## src/rtl/jk_pkg.sv

```systemverilog
// Shared mode encoding and JK operation codes for the JK-cell based counter.
package jk_pkg;

  typedef enum logic [1:0] {
    MODE_HOLD = 2'b00,
    MODE_UP   = 2'b01,
    MODE_DOWN = 2'b10,
    MODE_JK   = 2'b11
  } mode_e;

  localparam logic [1:0] JK_HOLD = 2'b00;
  localparam logic [1:0] JK_RST  = 2'b01;
  localparam logic [1:0] JK_SET  = 2'b10;
  localparam logic [1:0] JK_TGL  = 2'b11;

endpackage

```

## src/rtl/jk_cell.sv

```systemverilog
// Single-bit JK flip-flop with cell enable and asynchronous active-high reset.
module jk_cell
  import jk_pkg::*;
#(
  parameter logic RST_VAL = 1'b0
) (
  input  logic clk,
  input  logic rst,
  input  logic ce,
  input  logic j,
  input  logic k,
  output logic q
);

  always_ff @(posedge clk or posedge rst) begin
    if (rst) begin
      q <= RST_VAL;
    end else if (ce) begin
      unique case ({j, k})
        JK_HOLD: q <= q;
        JK_RST:  q <= 1'b0;
        JK_SET:  q <= 1'b1;
        JK_TGL:  q <= ~q;
        default: q <= q;
      endcase
    end
  end

endmodule

```

## src/rtl/jk_mode_counter.sv

```systemverilog
// WIDTH-bit hold/up/down/JK register built from jk_cell flops.
// Define JK_CTR_SAT_EN to make up/down counting saturate instead of wrapping.
module jk_mode_counter
  import jk_pkg::*;
#(
  parameter int unsigned WIDTH     = 8,
  parameter int unsigned MODULUS   = 256,
  parameter int unsigned RESET_VAL = 0
) (
  input  logic             clk,
  input  logic             rst,
  input  logic             en,
  input  logic [1:0]       mode,
  input  logic             load,
  input  logic [WIDTH-1:0] d,
  input  logic [WIDTH-1:0] j,
  input  logic [WIDTH-1:0] k,
  output logic [WIDTH-1:0] q,
  output logic [WIDTH-1:0] qn,
  output logic             tc,
  output logic             wrap
);

  localparam logic [WIDTH-1:0] MAX_VAL = WIDTH'(MODULUS - 1);
  localparam logic [WIDTH:0]   MOD_EXT = (WIDTH + 1)'(MODULUS);
  localparam logic [WIDTH-1:0] RST_VEC = WIDTH'(RESET_VAL);

  mode_e            mode_t;
  logic [WIDTH-1:0] nxt;
  logic [WIDTH-1:0] jk_val;
  logic [WIDTH-1:0] cell_j;
  logic [WIDTH-1:0] cell_k;
  logic             upd;
  logic             jk_pass;
  logic             wrap_d;
  logic             wrap_q;

  assign mode_t = mode_e'(mode);
  // Per-bit JK result: hold, clear, set or toggle.
  assign jk_val = (j & ~q) | (~k & q);

  always_comb begin
    nxt     = q;
    upd     = 1'b0;
    jk_pass = 1'b0;
    wrap_d  = 1'b0;
    if (load) begin
      upd = 1'b1;
      nxt = ({1'b0, d} >= MOD_EXT) ? MAX_VAL : d;
    end else if (en) begin
      unique case (mode_t)
        MODE_UP: begin
          upd = 1'b1;
          if (q == MAX_VAL) begin
            wrap_d = 1'b1;
`ifdef JK_CTR_SAT_EN
            nxt = q;
`else
            nxt = '0;
`endif
          end else begin
            nxt = q + 1'b1;
          end
        end
        MODE_DOWN: begin
          upd = 1'b1;
          if (q == '0) begin
            wrap_d = 1'b1;
`ifdef JK_CTR_SAT_EN
            nxt = q;
`else
            nxt = MAX_VAL;
`endif
          end else begin
            nxt = q - 1'b1;
          end
        end
        MODE_JK: begin
          upd = 1'b1;
          if ({1'b0, jk_val} >= MOD_EXT) begin
            nxt = MAX_VAL;
          end else begin
            nxt     = jk_val;
            jk_pass = 1'b1;
          end
        end
        default: begin
          nxt = q;
        end
      endcase
    end
  end

  // Cells see raw J/K in unclamped JK mode, otherwise J/K that steer them to nxt.
  always_comb begin
    cell_j = nxt & ~q;
    cell_k = ~nxt & q;
    if (jk_pass) begin
      cell_j = j;
      cell_k = k;
    end
  end

  for (genvar i = 0; i < int'(WIDTH); i++) begin : g_cell
    jk_cell #(
      .RST_VAL(RST_VEC[i])
    ) u_cell (
      .clk(clk),
      .rst(rst),
      .ce (upd),
      .j  (cell_j[i]),
      .k  (cell_k[i]),
      .q  (q[i])
    );
  end

  always_ff @(posedge clk or posedge rst) begin
    if (rst) begin
      wrap_q <= 1'b0;
    end else begin
      wrap_q <= wrap_d;
    end
  end

  assign qn   = ~q;
  assign wrap = wrap_q;
  assign tc   = ((mode_t == MODE_UP) && (q == MAX_VAL)) ||
                ((mode_t == MODE_DOWN) && (q == '0));

endmodule

```

## config.mk

```make
export PLATFORM = sky130hd
export DESIGN_NAME = jk_mode_counter
export DESIGN_NICKNAME = d
export VERILOG_FILES = /design/src/rtl/jk_pkg.sv /design/src/rtl/jk_cell.sv /design/src/rtl/jk_mode_counter.sv
export SDC_FILE = /design/constraint.sdc
export NUM_CORES = 1
export LEC_CHECK = 0
export CAP_MARGIN = 20
export CELL_PAD_IN_SITES_DETAIL_PLACEMENT = 1
export CELL_PAD_IN_SITES_GLOBAL_PLACEMENT = 2
export CORE_MARGIN = 2
export CORE_UTILIZATION = 36
export CTS_CLUSTER_DIAMETER = 30
export DETAILED_ROUTE_END_ITERATION = 16
export DONT_BUFFER_PORTS = 1
export PLACE_DENSITY_LB_ADDON = 0.05
export SLEW_MARGIN = 20
export SYNTH_ARGS = -nofsm -noshare
export SYNTH_HDL_FRONTEND = slang
export SYNTH_SLANG_ARGS = --single-unit
```

## constraint.sdc

```tcl
create_clock -name clk -period 4.7 [get_ports clk]
set_input_delay 0.705 -clock clk [delete_from_list [all_inputs] [get_ports clk]]
set_output_delay 0.705 -clock clk [all_outputs]
set_load 0.02 [all_outputs]
```

==> flow_summary.ini, run 1 <==
[yosys]
async_flop_share_pct = 100
synth_top_area_share_pct = 17.3
synth_common_cells = o21ai_0 (23), nand2_1 (16), inv_1 (14)
netlist_area_mm2 = 0.00130
synth-edff-count = 0
synth.distinct_cells = 46
ys_seq_area_share_pct = 17.3
synth-seq-cells = 9
synth_ff_type = dfrtp_1
avgSynthCellArea_um2 = 7.22
synth_area_leaders = dfrtp_1 (17%), o21ai_0 (8.9%), ha_1 (5.8%)
yosysTopAreaCell = dfrtp_1
synth_cells = 180
synth_nets = 216
yosysMostFrequentCell = o21ai_0
yosysWarnings = 0

[timing]
fin_crit_ns = 3.04
period_share_pct = 64.8
slew_viol_final = 0
clock_skew_ns = 0.00502
setup_viol = 0
max_slew.worst_pin.slew_ns = 0.652
rsz0062_at_grt = no
relSlewSlack_pct = 56.6
max_freq_mhz = 328
tns_ns = 0
hold_viol_final = 0

[worst_setup_path]
r2r_setup_slack_ns = 2.39
crit_path_max_fanout = 9
startpoint_type = flip-flop
cp_data_arrival_time_ns = 2.34
cp.required_ns = 3.99
end_kind = output port
path_class = reg2out

[drt]
drt-total-wl_um = 4600
wire_per_inst_um = 22.1
drc = 0
num_vias = 1322
drt_iter0_markers = 83
via_per_inst = 6.36
drtAntennaViolNets = 0
first_pass_iters = 4

[power_and_ir_drop]
seqPwrFrac_pct = 40.1
p_sw_uw = 166
leakagePower_nw = 0.453
p_clk_share_pct = 21.7
total_power_uw = 328
p_per_area_mw_per_mm2 = 271
internal_power_uw = 162
combPwrFrac_pct = 38.2
switching_share_pct = 50.5
irDropWorstVdd_v = 0.0000928

[global_routing]
grt_usage_pct = 23.6
grt_pass1_vias = 1368
antenna_found_initial = 0
grt_pass1_wl_um = 7370
grt.overflow.total = 0
grt_start_max_net_pins = 18

[floorplanning]
row_count = 21
start_util_pct = 38.3
die_x_um = 64.1
die_area_mm2 = 0.00410
core_area_mm2 = 0.00339
dieHeight_um = 64.1
design.portCount = 48

[cts]
clk_latency_ns = 0.28
path_clk_slew_ns = 0.08
htreeDepth = 1
clock-root-buffer = clkbuf_4
ctsHoldBuffers = 0
post_cts_buffers = 0
cts_buffers = 3
cts.sinks = 9
tritoncts = done
ctsResizeCount = 0
clock_path_buffers = 2

[place]
place_congestion = 0.824
port_buffers = 0
place_area_mm2 = 0.00118
place_hpwl_um = 3450

[final_layout]
diodes = 0
post-route-cell-area_mm2 = 0.00121
area_growth_pct = -6.94
drive_gt1_share_pct = 4.32
fin_nets = 199

[run]
maxCapViolations = 0

[run_status]
status = completed

[hold_path]
hold_path.class = in2async
[flip-flops by register name, summed over array words and instances, names as in the netlist]
| signal | cells |
|---|---|
| g_cell.u_cell.q | 8 |
| wrap | 1 |
[worst max-delay path: stages, from the launching register on]
cell and delay [ns]:
dfrtp_1 0.66, clkinv_1 0.48, nor4_1 0.57, a31o_1 0.35
[power groups by stage]
stage | Sequential (mW) | Combinational [mW] | Clock [mW]
detailed placement | 0.133 | 0.124 | 0
finish | 0.131 | 0.125 | 0.0710
global placement | 0.132 | 0.123 | 0
CTS | 0.131 | 0.125 | 0.0705
floorplan | 0.0946 | 0.157 | 0
global route | 0.135 | 0.139 | 0.0751
[cell type report]
cell class                      count  area, µm²
Multi-Input combinational cell    133        840
Inverter                           16       60.1
Fill cell                         444       2180
Tap cell                           46       57.6
Sequential cell                     9        225
Clock buffer                        4       26.3
[placed cells by master (no fill, tap or decap), drive strengths merged, types with 2 or more instances in the layout]
master	Yosys	layout
o21ai	23	23
nor4	4	4
nor2	8	8
nand2b	7	7
o2111ai	2	2
a221oi	4	4
dfrtp	9	9
nand2	16	16
and3	2	2
inv	14	14
ha	6	6
nand4	2	2
a21oi	9	9
clkbuf	6	4
a31oi	9	9
o31ai	2	2
clkinv	2	2
o211ai	2	2
nand3	8	8
nor2b	2	2
xnor2	4	4
a21boi	4	4
nor3	6	6
[path summary, 6_finish.rpt]
kind | start | endpoint | cells after the start
max | g_cell[3].u_cell.q | tc | 3
min | rst | g_cell[5].u_cell.q | 1
max reg2reg | g_cell[1].u_cell.q | g_cell[5].u_cell.q | 6
min reg2reg | g_cell[2].u_cell.q | g_cell[2].u_cell.q | 2
max in group asynchronous | rst | g_cell[0].u_cell.q | 1
min in group clk | load | g_cell[7].u_cell.q | 2
[layer usage]
layer	track usage [%]	wire length, µm
met1	32.7	2160
met2	35.5	2020
met3	5.63	351
met4	7.88	71
met5	0	0
[logic make-up after synthesis]
| family | share of synthesized area, % |
|---|---|
| adders and majority gates | 5.78 |
| AOI/OAI and AO/OA | 32.1 |
| DFF | 17.3 |
| xor gates and xnor gates | 2.70 |
| muxes | 0.771 |
| buffers and inverters | 18.0 |
| and+or+nand+nor | 23.3 |
[per-stage QoR]
| stage | hold slack [ns] | cells | utilization, % | setup WS [ns] |
|---|---|---|---|---|
| finish | 0.310 | 208 | 35.7 | 1.66 |
| global route | 0.331 | 208 | 35.7 | 1.54 |
| CTS | 0.330 | 208 | 35.7 | 1.69 |
| detailed placement | 0.631 | 204 | 34.9 | 2.00 |
| global placement | 0.648 | 204 | 34.9 | 1.99 |
| floorplan | 0.533 | 180 | - | 2.36 |
Power figures use the tool's default switching activity.
==> run 2: changes to the inputs <==
--- a/config.mk
+++ b/config.mk
@@ -9,7 +9,7 @@
 export CELL_PAD_IN_SITES_DETAIL_PLACEMENT = 1
 export CELL_PAD_IN_SITES_GLOBAL_PLACEMENT = 2
 export CORE_MARGIN = 2
-export CORE_UTILIZATION = 36
+export CORE_UTILIZATION = 33
 export CTS_CLUSTER_DIAMETER = 30
 export DETAILED_ROUTE_END_ITERATION = 16
 export DONT_BUFFER_PORTS = 1
==> constraint.sdc (replaced) <==
create_clock -name clk -period 2.95 [get_ports clk]
set_input_delay 0.4425 -clock clk [delete_from_list [all_inputs] [get_ports clk]]
set_output_delay 0.4425 -clock clk [all_outputs]
set_load 0.02 [all_outputs]
==> flow_summary.ini, run 2 (synthesis gave the netlist of run 1 again) <==
[final_layout]
area_growth_pct = -2.41
largest_register_ffs = 8
layout_common_cells = o21ai_0 (23), nand2_1 (16), inv_1 (14)
finalNonFillerCells = 215
diodes = 0
final_common_cell = o21ai_0
fin_nets = 204
drive_gt1_share_pct = 7.19
top_register = g_cell.u_cell.q

[power_and_ir_drop]
total_power_uw = 579
p_per_area_mw_per_mm2 = 457
leakagePower_nw = 0.484
irDropWorstVdd_v = 0.000179

[drt]
via_per_inst = 6.34
drtAntennaViolNets = 0
drt-total-wl_um = 4590
drt_iter0_markers = 65
first_pass_iters = 4
wire_per_inst_um = 21.3
num_vias = 1364
drc = 0

[timing]
period_share_pct = 82.6
max_freq_mhz = 410
tns_ns = 0
fin_crit_ns = 2.44
hold_viol_final = 0
hold_ws_ns = 0.0891
relSlewSlack_pct = 57.3
clock_skew_ns = 0.00221
slew_viol_final = 0
max_slew.worst_pin.slew_ns = 0.635
rsz0062_at_grt = no
setup_viol = 0

[run_status]
status = completed

[floorplanning]
dieHeight_um = 66.7
start_util_pct = 34.9
row_count = 22
die_area_mm2 = 0.00445
die_x_um = 66.7
core_area_mm2 = 0.00372
design.portCount = 48

[worst_setup_path]
startpoint_type = flip-flop
cp.required_ns = 2.51
cp_data_arrival_time_ns = 2.00
path_class = reg2out
end_kind = output port
crit_path_max_fanout = 11

[cts]
cts.sinks = 9
tritoncts = done
clk_latency_ns = 0.24
htreeDepth = 1
ctsHoldBuffers = 0
cts_buffers = 3
ctsResizeCount = 0
post_cts_buffers = 0
clock_path_buffers = 2
path_clk_slew_ns = 0.06
clock-root-buffer = clkbuf_8

[global_routing]
grt_usage_pct = 21.6
grt_pass1_vias = 1346
grt_start_max_net_pins = 18
grt.overflow.total = 0
antenna_found_initial = 0
grt_pass1_wl_um = 7020

[place]
place_hpwl_um = 3480
place_congestion = 0.763
port_buffers = 0
dp.cells = 211

[run]
maxCapViolations = 0

[hold_path]
hold_path.class = in2async
## run 2: worst paths after layout
check | slack (ns) | end | startpoint | cells after the start
worst max-delay path | 0.51 | tc | g_cell[2].u_cell.q | 3
worst min-delay path | 0.09 | g_cell[6].u_cell.q | rst | 1
worst max register to register | 0.86 | g_cell[3].u_cell.q | g_cell[1].u_cell.q | 7
worst min register to register | 0.74 | g_cell[0].u_cell.q | g_cell[0].u_cell.q | 3
max in group asynchronous | 2.54 | g_cell[3].u_cell.q | rst | 1
min in group clk | 0.36 | g_cell[7].u_cell.q | load | 2
## run 2: power by group
| part | leakage (nW) | internal, mW | switching, mW |
|---|---|---|---|
| Clock | 0.0228 | 0.0955 | 0.0661 |
| Sequential | 0.109 | 0.138 | 0.0591 |
| Combinational | 0.353 | 0.0770 | 0.144 |
| Total | 0.484 | 0.310 | 0.269 |
## run 2: layout make-up
| type | count | area [µm²] |
|---|---|---|
| fillers | 480 | 2450 |
| well taps | 48 | 60.1 |
| clock buffers | 4 | 45.0 |
| multi-input cells | 133 | 840 |
| repair buffers | 5 | 37.5 |
| flip-flops and latches | 9 | 225 |
| inverters | 16 | 60.1 |
## run 2: critical path, cell delays in order (launching register included)
cell	delay, ns
dfrtp_1	0.67
inv_1	0.30
nor4_1	0.44
a31o_1	0.34
## run 2: metrics by stage
stage                     area (µm²)  worst slack [ns]  utilization [%]
after floorplan                 1300             0.897                -
after global placement          1220             0.714             32.9
after detailed placement        1220             0.731             32.9
after CTS                       1270             0.470             34.1
after global routing            1270             0.391             34.1
final                           1270             0.512             34.1
## run 2: metal layers
metal	vias up	share of wire [%]	global-route usage (%)
li1	620	-	-
met1	683	45	28.0
met2	53	47	36.9
met3	8	6.1	3.04
met4	0	1.6	6.12
met5	-	0	0
==> run 3: changes to the inputs <==
==> constraint.sdc (replaced) <==
create_clock -name clk -period 2.4 [get_ports clk]
set_input_delay 0.36 -clock clk [delete_from_list [all_inputs] [get_ports clk]]
set_output_delay 0.36 -clock clk [all_outputs]
set_load 0.02 [all_outputs]
==> flow_summary.ini, run 3 (synthesis gave the netlist of run 1 again) <==
[worst_setup_path]
end_kind = output port
reg2regPathDepth = 6
startpoint_type = flip-flop
r2r_setup_slack_ns = 0.43
cp.required_ns = 2.04
crit_path_max_fanout = 9
cp_data_arrival_time_ns = 1.85
path_class = reg2out

[drt]
first_pass_iters = 4
drc = 0
drt-total-wl_um = 4660
num_vias = 1368
top_layer_used = met4
route.met3.wl_um = 350
drtAntennaViolNets = 0
wl_met1_um = 1990
dr_wl_met2_um = 2240
wire_per_inst_um = 20.8
via_per_inst = 6.11
drt_iter0_markers = 71

[global_routing]
grt_start_max_net_pins = 17
grt_pass1_wl_um = 7490
grt.overflow.total = 0
antenna_found_initial = 0
grt_pass1_vias = 1447
grt_usage_pct = 23.4

[timing]
period_share_pct = 91.9
hold_ws_ns = -0.0150
max_slew.worst_pin.slew_ns = 0.613
tns_ns = 0
slew_viol_final = 0
clock_skew_ns = 0.000365
hold_viol_final = 9
fin_crit_ns = 2.21
max_freq_mhz = 454
setup_viol = 0
rsz0062_at_grt = no
relSlewSlack_pct = 59.1

[final_layout]
fillCellCount = 479
post-route-cell-area_mm2 = 0.00134
largest_register_ffs = 8
drive_gt1_share_pct = 11.9
diodes = 0
top_register = g_cell.u_cell.q
final_core_util_pct = 35.9
layout_common_cells = o21ai_0 (23), nand2_1 (16), inv_1 (14), buf_4 (14)
fin_nets = 213
regArea_um2 = 225
multiInputGateArea_um2 = 840
final_common_cell = o21ai_0
area_growth_pct = 2.79

[place]
port_buffers = 0
place_area_mm2 = 0.00129
place_hpwl_um = 3640
place_congestion = 0.861

[power_and_ir_drop]
leakagePower_nw = 0.528
p_per_area_mw_per_mm2 = 546
irDropWorstVdd_v = 0.000162

[cts]
cts_buffers = 3
clock-root-buffer = clkbuf_8
ctsResizeCount = 0
tritoncts = done
cts.sinks = 9
post_cts_buffers = 0
path_clk_slew_ns = 0.05
htreeDepth = 1
ctsHoldBuffers = 0
clock_path_buffers = 2
clk_latency_ns = 0.25

[floorplanning]
dieHeight_um = 66.7
row_count = 22
start_util_pct = 34.9
core_area_mm2 = 0.00372
die_area_mm2 = 0.00445
design.portCount = 48
die_x_um = 66.7

[run_status]
violations = negative hold slack
status = complete, but fails checks

[run]
maxCapViolations = 0

[hold_path]
hold_path.class = in2async
-- run 3: cell types whose count changed in the layout (fill, tap and decap cells not counted) --
cell	delta
buf_4	+9
-- run 3: metrics by stage --
| stage | total power [mW] | setup slack, ns | instances |
|---|---|---|---|
| global route | 0.772 | 0.0916 | 224 |
| detailed placement | 0.538 | 0.452 | 220 |
| finish | 0.729 | 0.195 | 224 |
| floorplan | 0.493 | 0.429 | 180 |
| global placement | 0.535 | 0.461 | 220 |
| CTS | 0.729 | 0.193 | 224 |
-- run 3: final timing paths --
kind,start,to
max,g_cell[3].u_cell.q,tc
min,rst,g_cell[6].u_cell.q
max reg2reg,g_cell[3].u_cell.q,g_cell[3].u_cell.q
min reg2reg,g_cell[4].u_cell.q,g_cell[6].u_cell.q
max in group asynchronous,rst,g_cell[2].u_cell.q
min in group clk,load,g_cell[7].u_cell.q
-- run 3: layout make-up --
type | instances | share of cell area [%]
clock buffers | 4 | 3.37
inverters | 16 | 4.50
multi-input cells | 133 | 62.9
repair buffers | 14 | 7.87
flip-flops and latches | 9 | 16.9
well taps | 48 | 4.50
-- run 3: layer usage --
metal  up-vias  GRT usage (%)
met1       669           29.5
met2        60           39.6
li1        634              -
met4         0           8.42
met5         -              0
met3         5           4.05
-- run 3: power by group --
group          total [mW]  switching (mW)  leakage, nW  internal, mW
Combinational       0.316           0.201        0.397         0.115
Clock               0.192          0.0751       0.0228         0.117
Sequential          0.221          0.0504        0.109         0.170
-- run 3: critical path: stages, from the launching register on --
cell	delay, ns
dfrtp_1	0.54
or4_4	0.59
nor4_4	0.19
a31o_1	0.28
